$ cat src/rtl/fp_rnd.sv
// rtl/fp_rnd.sv - two-stage IEEE-754 single/double rounding and result packing
// Optional build macro: FP_RND_NANBOX_EN (NaN-box single results into [63:32]).
module fp_rnd (
   input  logic        clock,
   input  logic        reset,
   input  logic        fp_rnd_i_sig,
   input  logic [13:0] fp_rnd_i_expo,
   input  logic [53:0] fp_rnd_i_mant,
   input  logic [1:0]  fp_rnd_i_rema,
   input  logic [1:0]  fp_rnd_i_fmt,
   input  logic [2:0]  fp_rnd_i_rm,
   input  logic [2:0]  fp_rnd_i_grs,
   input  logic        fp_rnd_i_snan,
   input  logic        fp_rnd_i_qnan,
   input  logic        fp_rnd_i_dbz,
   input  logic        fp_rnd_i_infs,
   input  logic        fp_rnd_i_zero,
   input  logic        fp_rnd_i_diff,
   input  logic        fp_rnd_i_ready,
   input  logic        fp_rnd_i_stall,
   input  logic        fp_rnd_i_flush,
   output logic [63:0] fp_rnd_o_result,
   output logic [4:0]  fp_rnd_o_flags,
   output logic        fp_rnd_o_ready
);

`ifdef FP_RND_NANBOX_EN
   localparam logic [31:0] C_BOX = 32'hFFFF_FFFF;
`else
   localparam logic [31:0] C_BOX = 32'h0000_0000;
`endif

   localparam logic [2:0] C_RNE = 3'd0;
   localparam logic [2:0] C_RTZ = 3'd1;
   localparam logic [2:0] C_RDN = 3'd2;
   localparam logic [2:0] C_RUP = 3'd3;

   // stage 1 state
   logic        r_s1_valid;
   logic        r_s1_sig;
   logic [13:0] r_s1_expo;
   logic [53:0] r_s1_mant;
   logic        r_s1_dbl;
   logic [2:0]  r_s1_rm;
   logic        r_s1_inexact;
   logic        r_s1_snan;
   logic        r_s1_qnan;
   logic        r_s1_dbz;
   logic        r_s1_infs;
   logic        r_s1_zero;
   logic        r_s1_diff;

   // stage 2 state
   logic        r_s2_valid;
   logic [63:0] r_s2_result;
   logic [4:0]  r_s2_flags;

   logic        w_dbl;
   logic [2:0]  w_rm;
   logic        w_inexact;
   logic        w_up;
   logic [53:0] w_mant_sel;
   logic [53:0] w_mant_inc;
   logic        w_unused;

   logic        w_carry;
   logic [53:0] w_mant_n;
   logic [14:0] w_expo_n;
   logic        w_hidden;
   logic        w_ovf;
   logic        w_to_inf;
   logic        w_zsig;
   logic [63:0] w_inf;
   logic [63:0] w_max;
   logic [63:0] w_pk;
   logic [4:0]  w_flags;
   logic [63:0] w_result;

   assign w_unused = ^{fp_rnd_i_rema, fp_rnd_i_mant[53]};

   always_comb begin
      w_dbl      = (fp_rnd_i_fmt == 2'd1);
      w_rm       = (fp_rnd_i_rm > 3'd4) ? C_RNE : fp_rnd_i_rm;
      w_inexact  = |fp_rnd_i_grs;
      w_up       = 1'b0;
      case (w_rm)
         C_RNE:   w_up = fp_rnd_i_grs[2] & (fp_rnd_i_grs[1] | fp_rnd_i_grs[0] | fp_rnd_i_mant[0]);
         C_RTZ:   w_up = 1'b0;
         C_RDN:   w_up = fp_rnd_i_sig & w_inexact;
         C_RUP:   w_up = ~fp_rnd_i_sig & w_inexact;
         default: w_up = fp_rnd_i_grs[2];
      endcase
      w_mant_sel = w_dbl ? {1'b0, fp_rnd_i_mant[52:0]} : {30'd0, fp_rnd_i_mant[23:0]};
      w_mant_inc = w_mant_sel + {53'd0, w_up};
   end

   // stage 2: renormalise after the increment, then pick special/overflow/normal packing
   always_comb begin
      w_carry  = r_s1_dbl ? r_s1_mant[53] : r_s1_mant[24];
      w_mant_n = w_carry ? {1'b0, r_s1_mant[53:1]} : r_s1_mant;
      w_expo_n = {1'b0, r_s1_expo} + {14'd0, w_carry};
      w_hidden = r_s1_dbl ? w_mant_n[52] : w_mant_n[23];
      if ((w_expo_n == 15'd0) && w_hidden) begin
         w_expo_n = 15'd1;
      end
      w_ovf    = r_s1_dbl ? (w_expo_n >= 15'd2047) : (w_expo_n >= 15'd255);
      w_to_inf = (r_s1_rm == C_RNE) || (r_s1_rm == 3'd4) ||
                 ((r_s1_rm == C_RDN) && r_s1_sig) || ((r_s1_rm == C_RUP) && !r_s1_sig);
      w_zsig   = r_s1_diff ? (r_s1_rm == C_RDN) : r_s1_sig;
      w_inf    = r_s1_dbl ? {r_s1_sig, 11'h7FF, 52'd0} : {32'd0, r_s1_sig, 8'hFF, 23'd0};
      w_max    = r_s1_dbl ? {r_s1_sig, 11'h7FE, {52{1'b1}}} : {32'd0, r_s1_sig, 8'hFE, {23{1'b1}}};
      w_pk     = 64'd0;
      w_flags  = 5'd0;
      if (r_s1_snan) begin
         w_pk    = r_s1_dbl ? 64'h7FF8_0000_0000_0000 : 64'h0000_0000_7FC0_0000;
         w_flags = 5'b10000;
      end else if (r_s1_qnan) begin
         w_pk    = r_s1_dbl ? 64'h7FF8_0000_0000_0000 : 64'h0000_0000_7FC0_0000;
      end else if (r_s1_dbz) begin
         w_pk    = w_inf;
         w_flags = 5'b01000;
      end else if (r_s1_infs) begin
         w_pk    = w_inf;
      end else if (r_s1_zero) begin
         w_pk    = r_s1_dbl ? {w_zsig, 63'd0} : {32'd0, w_zsig, 31'd0};
      end else if (w_ovf) begin
         w_pk    = w_to_inf ? w_inf : w_max;
         w_flags = 5'b00101;
      end else begin
         w_pk = r_s1_dbl ? {r_s1_sig, w_expo_n[10:0], w_mant_n[51:0]}
                         : {32'd0, r_s1_sig, w_expo_n[7:0], w_mant_n[22:0]};
         if ((w_expo_n == 15'd0) && r_s1_inexact) begin
            w_flags = 5'b00011;
         end else if (r_s1_inexact) begin
            w_flags = 5'b00001;
         end
      end
      w_result = r_s1_dbl ? w_pk : {C_BOX, w_pk[31:0]};
   end

   always_ff @(posedge clock) begin
      if (!reset) begin
         r_s1_valid   <= 1'b0;
         r_s1_sig     <= 1'b0;
         r_s1_expo    <= 14'd0;
         r_s1_mant    <= 54'd0;
         r_s1_dbl     <= 1'b0;
         r_s1_rm      <= 3'd0;
         r_s1_inexact <= 1'b0;
         r_s1_snan    <= 1'b0;
         r_s1_qnan    <= 1'b0;
         r_s1_dbz     <= 1'b0;
         r_s1_infs    <= 1'b0;
         r_s1_zero    <= 1'b0;
         r_s1_diff    <= 1'b0;
         r_s2_valid   <= 1'b0;
         r_s2_result  <= 64'd0;
         r_s2_flags   <= 5'd0;
      end else if (fp_rnd_i_flush) begin
         r_s1_valid <= 1'b0;
         r_s2_valid <= 1'b0;
      end else if (!fp_rnd_i_stall) begin
         r_s1_valid   <= fp_rnd_i_ready;
         r_s1_sig     <= fp_rnd_i_sig;
         r_s1_expo    <= fp_rnd_i_expo;
         r_s1_mant    <= w_mant_inc;
         r_s1_dbl     <= w_dbl;
         r_s1_rm      <= w_rm;
         r_s1_inexact <= w_inexact;
         r_s1_snan    <= fp_rnd_i_snan;
         r_s1_qnan    <= fp_rnd_i_qnan;
         r_s1_dbz     <= fp_rnd_i_dbz;
         r_s1_infs    <= fp_rnd_i_infs;
         r_s1_zero    <= fp_rnd_i_zero;
         r_s1_diff    <= fp_rnd_i_diff;
         r_s2_valid   <= r_s1_valid;
         r_s2_result  <= w_result;
         r_s2_flags   <= w_flags;
      end
   end

   assign fp_rnd_o_ready  = r_s2_valid;
   assign fp_rnd_o_result = r_s2_valid ? r_s2_result : 64'd0;
   assign fp_rnd_o_flags  = r_s2_valid ? r_s2_flags : 5'd0;

endmodule

$ cat config.mk
export PLATFORM = sky130hd
export DESIGN_NAME = fp_rnd
export DESIGN_NICKNAME = d
export VERILOG_FILES = /design/src/rtl/fp_rnd.sv
export SDC_FILE = /design/constraint.sdc
export NUM_CORES = 1
export LEC_CHECK = 0
export BUFFER_PORTS_ARGS = -buffer_cell sky130_fd_sc_hd__buf_2
export CAP_MARGIN = 5
export CORE_MARGIN = 2
export CORE_UTILIZATION = 25
export CTS_BUF_LIST = sky130_fd_sc_hd__clkbuf_4 sky130_fd_sc_hd__clkbuf_8
export DETAILED_ROUTE_END_ITERATION = 8
export PLACE_DENSITY = 0.51
export SKIP_CTS_REPAIR_TIMING = 1
export SYNTH_ARGS = -nofsm -noshare
export SYNTH_HDL_FRONTEND = slang
export SYNTH_SLANG_ARGS = --single-unit
$ cat constraint.sdc
create_clock -name clock -period 8.6 [get_ports clock]
set_input_delay 0.43 -clock clock [delete_from_list [all_inputs] [get_ports clock]]
set_output_delay 0.43 -clock clock [all_outputs]
set_load 0.01 [all_outputs]
After elaboration in Yosys (flattened, before gate mapping)
Cells that the tools add are included.

operators by class
  add/sub/neg operators = 2
  order comparisons = 3
  equal/unequal tests = 7
  mux-type cells = 32
  bitwise gates (word level) = 9
  reduce and logical (&&, ||, !) cells = 15

operator list
  cell                                                                     number
  64-bit 2-to-1 mux                                                        13
  53-bit 2-to-1 mux                                                        2
  63-bit 2-to-1 mux                                                        1
  53-bit by 1-bit adder with 54-bit output                                 1
  15-bit logical NOT                                                       2
  14-bit by 1-bit adder with 15-bit output                                 1
  15-bit by 11-bit >= comparator with 1-bit output, second input constant  1
  15-bit by 8-bit >= comparator with 1-bit output, second input constant   1
  15-bit 2-to-1 mux                                                        1
  3-bit by 2-bit equality test with 1-bit output, second input constant    4
  3-bit 2-to-1 mux                                                         4
  5-bit 2-to-1 mux                                                         2
  4-bit 2-to-1 mux                                                         2
  3-bit logical NOT                                                        2
  1-bit 2-to-1 mux                                                         5
  1-bit logical AND                                                        4
  1-bit inverter                                                           4
  1-bit case mux with 4 select lines                                       1
  1-bit bitwise AND                                                        3
  3-bit by 1-bit equality test with 1-bit output, second input constant    1
  3-bit equality test, second input constant                               1
  3-bit > comparator, second input constant                                1
  1-bit logical OR                                                         3
  3-bit OR reduction                                                       1
  6 further kinds                                                          7

word-level totals
  flip-flop bits (word level) = 151
  output and inout port bits = 70

Depth between registers and ports, before layout
Gate-level depths: netlist of run 1.

  word-level depth = 14
  mapped depth = 17
  mapped depth without buffers = 14

Worst setup path after synthesis of run 1
OpenSTA, ideal clock, no wires.

  kind = register to register
  start = register r_s1_dbl
  end = register r_s2_result[24]
  data arrival time = 4032 ps
  setup slack = 4449 ps
  cell stages (with the launch flop) = 16
  buffers on the path = 3
  cells stage by stage = dfxtp_1 > buf_2 > mux2i_1 > inv_1 > clkbuf_1 > ha_1 > ha_1 > clkbuf_1 > a21bo_2 > or4_1 > a211o_2 > or2_4 > o22ai_4 > a22oi_4 > a22o_1 > a211o_1

between the ends
  word-level cells in the longest chain between the ends = 14
  elaborated cells between the ends (all ways) = 21

RTL lines
  item                                                                                                                        RTL line  text
  start: declaration                                                                                                          43        logic r_s1_dbl;
  start signal: assignment                                                                                                    167       r_s1_dbl <= w_dbl;
  1-bit 2-to-1 mux                                                                                                            99        w_carry = r_s1_dbl ? r_s1_mant[53] : r_s1_mant[24];
  14-bit by 1-bit adder with 15-bit output / 53-bit 2-to-1 mux (equally long branches)                                        101, 100
  15-bit logical NOT / 1-bit 2-to-1 mux (equally long branches)                                                               103, 102
  1-bit logical AND                                                                                                           103       if ((w_expo_n == 15'd0) && w_hidden) begin
  15-bit 2-to-1 mux                                                                                                           103
  15-bit by 8-bit >= comparator with 1-bit output / 15-bit by 11-bit >= comparator with 1-bit output (equally long branches)  106       w_ovf = r_s1_dbl ? (w_expo_n >= 15'd2047) : (w_expo_n >= 15'd255);
  1-bit 2-to-1 mux                                                                                                            106
  64-bit 2-to-1 mux                                                                                                           126       end else if (w_ovf) begin
  64-bit 2-to-1 mux                                                                                                           124       end else if (r_s1_zero) begin
  64-bit 2-to-1 mux                                                                                                           122       end else if (r_s1_infs) begin
  64-bit 2-to-1 mux                                                                                                           119       end else if (r_s1_dbz) begin
  64-bit 2-to-1 mux                                                                                                           117       end else if (r_s1_qnan) begin
  64-bit 2-to-1 mux *                                                                                                         114       if (r_s1_snan) begin
  64-bit 2-to-1 mux *                                                                                                         138       w_result = r_s1_dbl ? w_pk : {C_BOX, w_pk[31:0]};
  end signal: assignment                                                                                                      177       r_s2_result <= w_result;
  end: declaration                                                                                                            55        logic [63:0] r_s2_result;

Mark *: on every way between the ends. The rest lies on a longest branch, timed or not.
A chain may end at the register's enable or synchronous reset.

Final worst setup path of run 1
  start = register r_s1_dbl
  end = register r_s2_result[17]

between the ends
  word-level cells in the longest chain between the ends = 14
  elaborated cells between the ends (all ways) = 18

RTL lines
  item                                                                                                                        RTL line
  1-bit 2-to-1 mux                                                                                                            99
  14-bit by 1-bit adder with 15-bit output / 53-bit 2-to-1 mux (equally long branches)                                        101, 100
  15-bit logical NOT / 1-bit 2-to-1 mux (equally long branches)                                                               103, 102
  1-bit logical AND                                                                                                           103
  15-bit 2-to-1 mux                                                                                                           103
  15-bit by 8-bit >= comparator with 1-bit output / 15-bit by 11-bit >= comparator with 1-bit output (equally long branches)  106
  1-bit 2-to-1 mux                                                                                                            106
  64-bit 2-to-1 mux *                                                                                                         126
  64-bit 2-to-1 mux *                                                                                                         124
  64-bit 2-to-1 mux *                                                                                                         122
  64-bit 2-to-1 mux *                                                                                                         119
  64-bit 2-to-1 mux *                                                                                                         117
  64-bit 2-to-1 mux *                                                                                                         114
  64-bit 2-to-1 mux *                                                                                                         138

Marked as above.

==> results.md, run 1 <==
- Row cnt: 67
- Total CTS buffers: 17
- Static Leak: ~3.9 nW
- GRT overflow: 0
- Initial antenna violation count: 0
- WL met2: 12310 um
- Final HPWL DP: around 18000 um
- M1 wire length: 12690 um
- Fin util: 29.78%
- Number of global-route vias before repair: 7201
- Final WL: 26020 um
- Ys async rst share: 0%
- Final setup fails: 0
- Max clock buf depth: 2
- Met3 WL: 846 um
- # IOs: 160
- Most area-hungry cell type in the Yosys netlist: dfxtp_1
- Worst-path maximum fanout: 40
- Via/cell ratio: 4.714
- Share of post-route cells with drive strength above 1: 19.48%
- Power per cell area: between 150 and 200 nW/um^2
- CTS Sinks: 151
- TritonCTS clock tree: yes
- RSZ-0062 raised after global routing: false
- Synthesized cell area: 8427 sq um
- Top sig layer: met4
- Final hold vios: 0
- All-Layer GR Usage: between 10% and 20%
- Buffers on Ports: 156
- Most frequent cells in the layout: 156 x buf_2, 149 x dfxtp_1, 141 x nand2_1
- Post-layout min period: 5.762 ns
- Final nets: between 1000 and 1500
- Area grow syn2layout: 17.92%
- Worst-margin pin slew: 1.088 ns
- DRT Pass-1 Iters: 4
- Drt initial violations: roughly 440
- Hold path startpoint: fp_rnd_i_snan
- Clock transition at path regs: roughly 0.090 ns
- Area of the core: 33360 sq um
- Hold Crit Endpoint: r_s1_snan
- Part of the Yosys area used for sequential elements: 35.87%
- H-tree depth: 4
- Maxcap violations: 0
- Worst VDD drop: around 0.095 mV
- Reg2Reg Setup Slack: roughly 2.8 ns
- Number of flops mapped to enable cells by yosys: 0
- Ranking of synthesized cells by area: dfxtp_1 36%, and2_1 8.7%, nand2_1 6.3%
- Total negative slack: 0 ns
- Hold crit path type: in -> reg
- Worst reg2reg path endpoint: r_s2_result[17]
- Worst Skew: roughly 0.013 ns
- DRC: 0
- Placer congestion estimate: 0.7893
- Flops & latches, synth: approximately 150
- R2R depth: 15
- Largest net degree at the start of global routing: 64
- Root buf cell: clkbuf_8
- Die X-Extent: 187.6 um
- Worst setup SP type: register
- Syn Nets: around 1100
- Final slew viol count: 0
- Crit path kind: reg -> reg
- Fin crit share: 67.00%
- Critical path arrival: 6.15 ns
- First-pass GRT wire length: ~41000 um
- Die area: between 30000 and 40000 sq um
- Commonest non-fill, non-tap cell in the layout: buf_2
- Die Ht: 187.6 um
- Setup crit end kind: register
- Worst flop-to-flop path startpoint: r_s1_dbl
- Post-Syn Area per Cell: 8.158 sq um
- Routed Antenna Nets: 0
- Cells after Synth: between 1000 and 1500
- Initial Utilization: 25.26%
- Yosys cell types: 68
- Hold depth: 3
- Yosys warnings: 0
- Main synth FF type: dfxtp_1
- Routed length per instance: about 16 um
- Yosys top cell area share: 35.87%
- Clock latency at the later pin of the worst-skew pair: 0.45 ns
- Max Freq: 0.1736 GHz
- Total number of vias: 7562
- Required @ worst endpoint: 8.99 ns
- Relative max-transition margin: a little over a quarter
- Outcome: finished clean
==> flip-flops by register name (all words and copies together) (netlist names), 3 cells and up <==
signal	flops
r_s2_result	64
r_s1_mant	54
r_s1_expo	14
r_s2_flags	5
r_s1_rm	3
==> critical path: stages (launching register included) <==
cell and delay, ns:
dfxtp_1 0.31, buf_4 0.38, mux2i_1 0.24, buf_4 0.27, inv_1 0.47, ha_1 0.46, ha_1 0.34, a21bo_2 0.25
or4_1 0.39, a211o_2 0.45, or2_4 0.28, o22ai_4 0.25, a22oi_4 0.10, buf_4 0.29, a21boi_2 0.87, o221a_1 0.32
==> cell usage after synthesis, drive strengths merged, types with 9 or more instances <==
master,n
xor2,27
inv,11
a211oi,22
xnor2,32
a2111oi,9
nand4,22
a21oi,71
nor2,74
a211o,31
and2,118
clkbuf,58
nor3,9
buf,17
o211ai,21
and3,13
dfxtp,151
o21ai,36
nand2,142
o221a,22
mux2i,32
nand3,37
==> final cells by class <==
class,instances,area [sq um]
Multi-Input combinational cell,796,5049
Inverter,11,41.29
Clock inverter,12,141.4
Tap cell,448,560.5
Sequential cell,151,3025
Clock buffer,19,261.5
Antenna cell,1,2.502
Fill cell,3724,23430
Timing Repair Buffer,166,855.8
==> cell families (layout without fill, tap and decap cells) <==
kind of cell               Yosys count  in the layout  share of synthesized area [%]
and+or+nand+nor                    452            452                          27.17
xor gates and xnor gates            59             59                          6.132
AOI/OAI and AO/OA                  242            242                          21.07
muxes                               35             35                          4.202
DFF                                151            151                          35.87
adders and majority gates            8              8                          1.158
buffers and inverters               86            208                          4.395
other                                0              1                              0
==> per-stage QoR <==
stage          worst slack, ns  power [mW]  instances  area [sq um]  hold WS, ns
4_1_cts                  2.751       1.551       1603          9935       0.1760
2_1_floorplan            4.449      0.8931       1033          8427       0.4273
3_5_place_dp             2.781      0.9652       1572          9532       0.4428
3_3_place_gp             2.848      0.9627       1572          9532       0.4396
5_1_grt                  2.424       1.605       1603          9935       0.1901
6_report                 2.838       1.529       1604          9937       0.2084
==> worst max path at each step <==
| stage | startpoint | end | slack [ns] | depth (start not counted) |
|---|---|---|---|---|
| 2_1_floorplan | r_s1_dbl | r_s2_result[24] | 4.45 | 15 |
| 3_3_place_gp | r_s1_dbl | r_s2_result[0] | 2.85 | 15 |
| 3_5_place_dp | r_s1_dbl | r_s2_result[17] | 2.78 | 15 |
| 4_1_cts | r_s1_dbl | r_s2_result[17] | 2.75 | 15 |
| 5_1_grt | r_s1_dbl | r_s2_result[14] | 2.42 | 15 |
| 6_report | r_s1_dbl | r_s2_result[17] | 2.84 | 15 |
==> per-layer routing <==
layer	global-route usage, %	up-vias
li1	-	3889
met1	19.59	3517
met4	2.726	0
met3	2.340	10
met2	24.72	146
met5	0	-
==> report_power, final <==
part           internal [mW]  switching [mW]  leakage [nW]
Combinational         0.0767           0.121          2.49
Clock                  0.277           0.305         0.200
Sequential             0.726          0.0228          1.23
No activity file was read; power rests on OpenSTA's default activity.
==> run 2, diff against run 1 <==
--- a/config.mk
+++ b/config.mk
@@ -11,7 +11,7 @@
 export CORE_UTILIZATION = 25
 export CTS_BUF_LIST = sky130_fd_sc_hd__clkbuf_4 sky130_fd_sc_hd__clkbuf_8
 export DETAILED_ROUTE_END_ITERATION = 8
-export PLACE_DENSITY = 0.51
+export PLACE_DENSITY = 0.53
 export SKIP_CTS_REPAIR_TIMING = 1
 export SYNTH_ARGS = -nofsm -noshare
 export SYNTH_HDL_FRONTEND = slang
==> constraint.sdc (replaced) <==
create_clock -name clock -period 5.3 [get_ports clock]
set_input_delay 0.265 -clock clock [delete_from_list [all_inputs] [get_ports clock]]
set_output_delay 0.265 -clock clock [all_outputs]
set_load 0.01 [all_outputs]
==> run 2 against run 1 <==
Routed wire length up 0.73%. Register-to-register slack got worse by 2.3 ns. Largest power group unchanged. Critical path depth shrank 2. Via count increased by 2.0%. Sequential share of layout area grew 0.058 points. Highest routed layer unchanged. Core utilization decreased by 0.056 points. Die area is the same.
==> results.md, run 2 (synthesis gave the netlist of run 1 again) <==
- Slowest cell on the critical path: inv_1
- Worst-margin pin slew: roughly 1.1 ns
- Fin util: 29.73%
- Die Ht: approximately 190 um
- Gr busiest metal: met2
- Setup WS pre-CTS: 0.5095 ns
- Antenna diodes: 0
- Clock transition at path regs: roughly 0.10 ns
- Required @ worst endpoint: 5.63 ns
- Worst flop-to-flop path startpoint: r_s1_mant[24]
- Final WL: 26210 um
- Routed length per instance: approximately 16 um
- Worst setup SP type: register
- Setup crit end kind: register
- Final WS setup: 0.5656 ns
- Buffers on Ports: between 150 and 200
- CTS Sinks: around 150
- Max clock buf depth: 2
- Placer congestion estimate: 0.8366
- Slowest stage delay, CP: 0.66 ns
- Clock latency at the later pin of the worst-skew pair: between 0.4 and 0.5 ns
- Crit path kind: reg -> reg
- DRT Pass-1 Iters: 5
- R2R depth: 13
- RSZ-0062 raised after global routing: false
- Hold crit path type: in -> reg
- Area of the core: 33360 sq um
- Max FFs per register: 64
- Worst reg2reg path endpoint: r_s2_result[23]
- Hold Crit Endpoint: r_s1_expo[6]
- Power per cell area: 241.5 nW/um^2
- Initial Utilization: roughly a quarter
- Placed Cells: 1575
- All-Layer GR Usage: 14.68%
- Final setup fails: 0
- TritonCTS clock tree: yes
- Routed Antenna Nets: 0
- Hold path startpoint: fp_rnd_i_expo[6]
- Row cnt: 67
- Met3 Track Usage GR: between 2 and 2.5%
- Worst-path maximum fanout: 24
- Via/cell ratio: roughly 4.8
- Max Freq: 0.2112 GHz
- Maxcap violations: 0
- Largest net degree at the start of global routing: a little over 80
- Fin crit share: approximately nine tenths
- Hold Slack: around 0.038 ns
- DRC: 0
- First-pass GRT wire length: 40920 um
- Non-filler cells, final: 1607
- Initial antenna violation count: 0
- CP cell instances: mux2i_1 -> inv_1 -> ha_1 -> ha_1 -> xor2_1 -> or3_1 -> a211o_1 -> a2111oi_2 -> o22ai_4 -> a22oi_4 -> buf_4 -> mux2i_1 -> o22ai_1
- GRT overflow: 0
- Final HPWL DP: 18090 um
- Number of global-route vias before repair: 7312
- Static Leak: 3.903 nW
- Most frequent cells in the layout: 156 x buf_2, 149 x dfxtp_1, 141 x nand2_1
- Die area: 35190 sq um
- Total number of vias: 7715
- Drt initial violations: around 460
- Final nets: 1243
- Final slew viol count: 0
- Outcome: finished clean
- Met2 GRT Util: 24.43%
- Critical path arrival: just over 5 ns
- Share of post-route cells with drive strength above 1: 19.76%
- Commonest non-fill, non-tap cell in the layout: buf_2
- Placement Cell Area: 9554 sq um
- Cell area after layout: 9918 sq um
- Root buf cell: clkbuf_8
- Die X-Extent: approximately 190 um
- Reg2Reg Setup Slack: 0.57 ns
- Post-layout min period: ~4.7 ns
- H-tree depth: 4
- Area grow syn2layout: 17.70%
- Worst Skew: 0.01318 ns
- Hold depth: 3
- # IOs: 160
- Total negative slack: 0 ns
- Biggest regs: r_s2_result (64), r_s1_mant (54), r_s1_expo (14)
- Relative max-transition margin: 27.43%
- Total CTS buffers: 17
- Largest register by flop count: r_s2_result
- Total Power: 2.396 mW
- Met1 GRT Util: around 20%
- Final hold vios: 0
- Worst VDD drop: 0.1225 mV
-- run 2: cell count changes in the layout (fill, tap and decap cells not counted), sizes merged --
cell / previous run / this run
buf: 166 / 169
inv: 16 / 17
clkinvlp: 2 / 6
diode: 1 / 0
bufinv: 2 / 0
clkinv: 3 / 2
clkbuf: 19 / 18
-- run 2: critical path: cells and delay by family, from the launching register on --
kind | cells | cell delay [ns]
flops | 1 | 0.41
buf+inv | 2 | 1.05
fa+ha+maj | 2 | 0.79
mux | 2 | 0.34
simple gates | 1 | 0.36
compound gates | 5 | 1.47
xor+xnor | 1 | 0.19
-- run 2: worst max path at each step --
stage                  start              end  slack (ns)
3_3_place_gp   r_s1_mant[24]  r_s2_result[23]        0.63
5_1_grt        r_s1_mant[24]  r_s2_result[23]        0.10
2_1_floorplan       r_s1_dbl  r_s2_result[24]        1.15
3_5_place_dp   r_s1_mant[24]  r_s2_result[23]        0.51
6_report       r_s1_mant[24]  r_s2_result[23]        0.57
4_1_cts        r_s1_mant[24]  r_s2_result[23]        0.49
-- run 2: power breakdown --
group	switching [mW]	internal, mW	leakage [nW]
Sequential	0.0366	1.18	1.23
Clock	0.509	0.348	0.169
Combinational	0.199	0.126	2.50
-- run 2: per-layer routing --
metal  wire, um  up-vias
met3       1097       21
met5          0        -
li1           -     3891
met4        259        0
met2      12290      198
met1      12570     3605
-- run 2: layout make-up --
type,count,area (sq um)
inverters,11,41.29
multi-input cells,796,5049
well taps,448,560.5
clock buffers,18,247.7
repair buffers,169,878.3
fillers,3730,23450
flip-flops and latches,151,3025
clock inverters,14,116.4
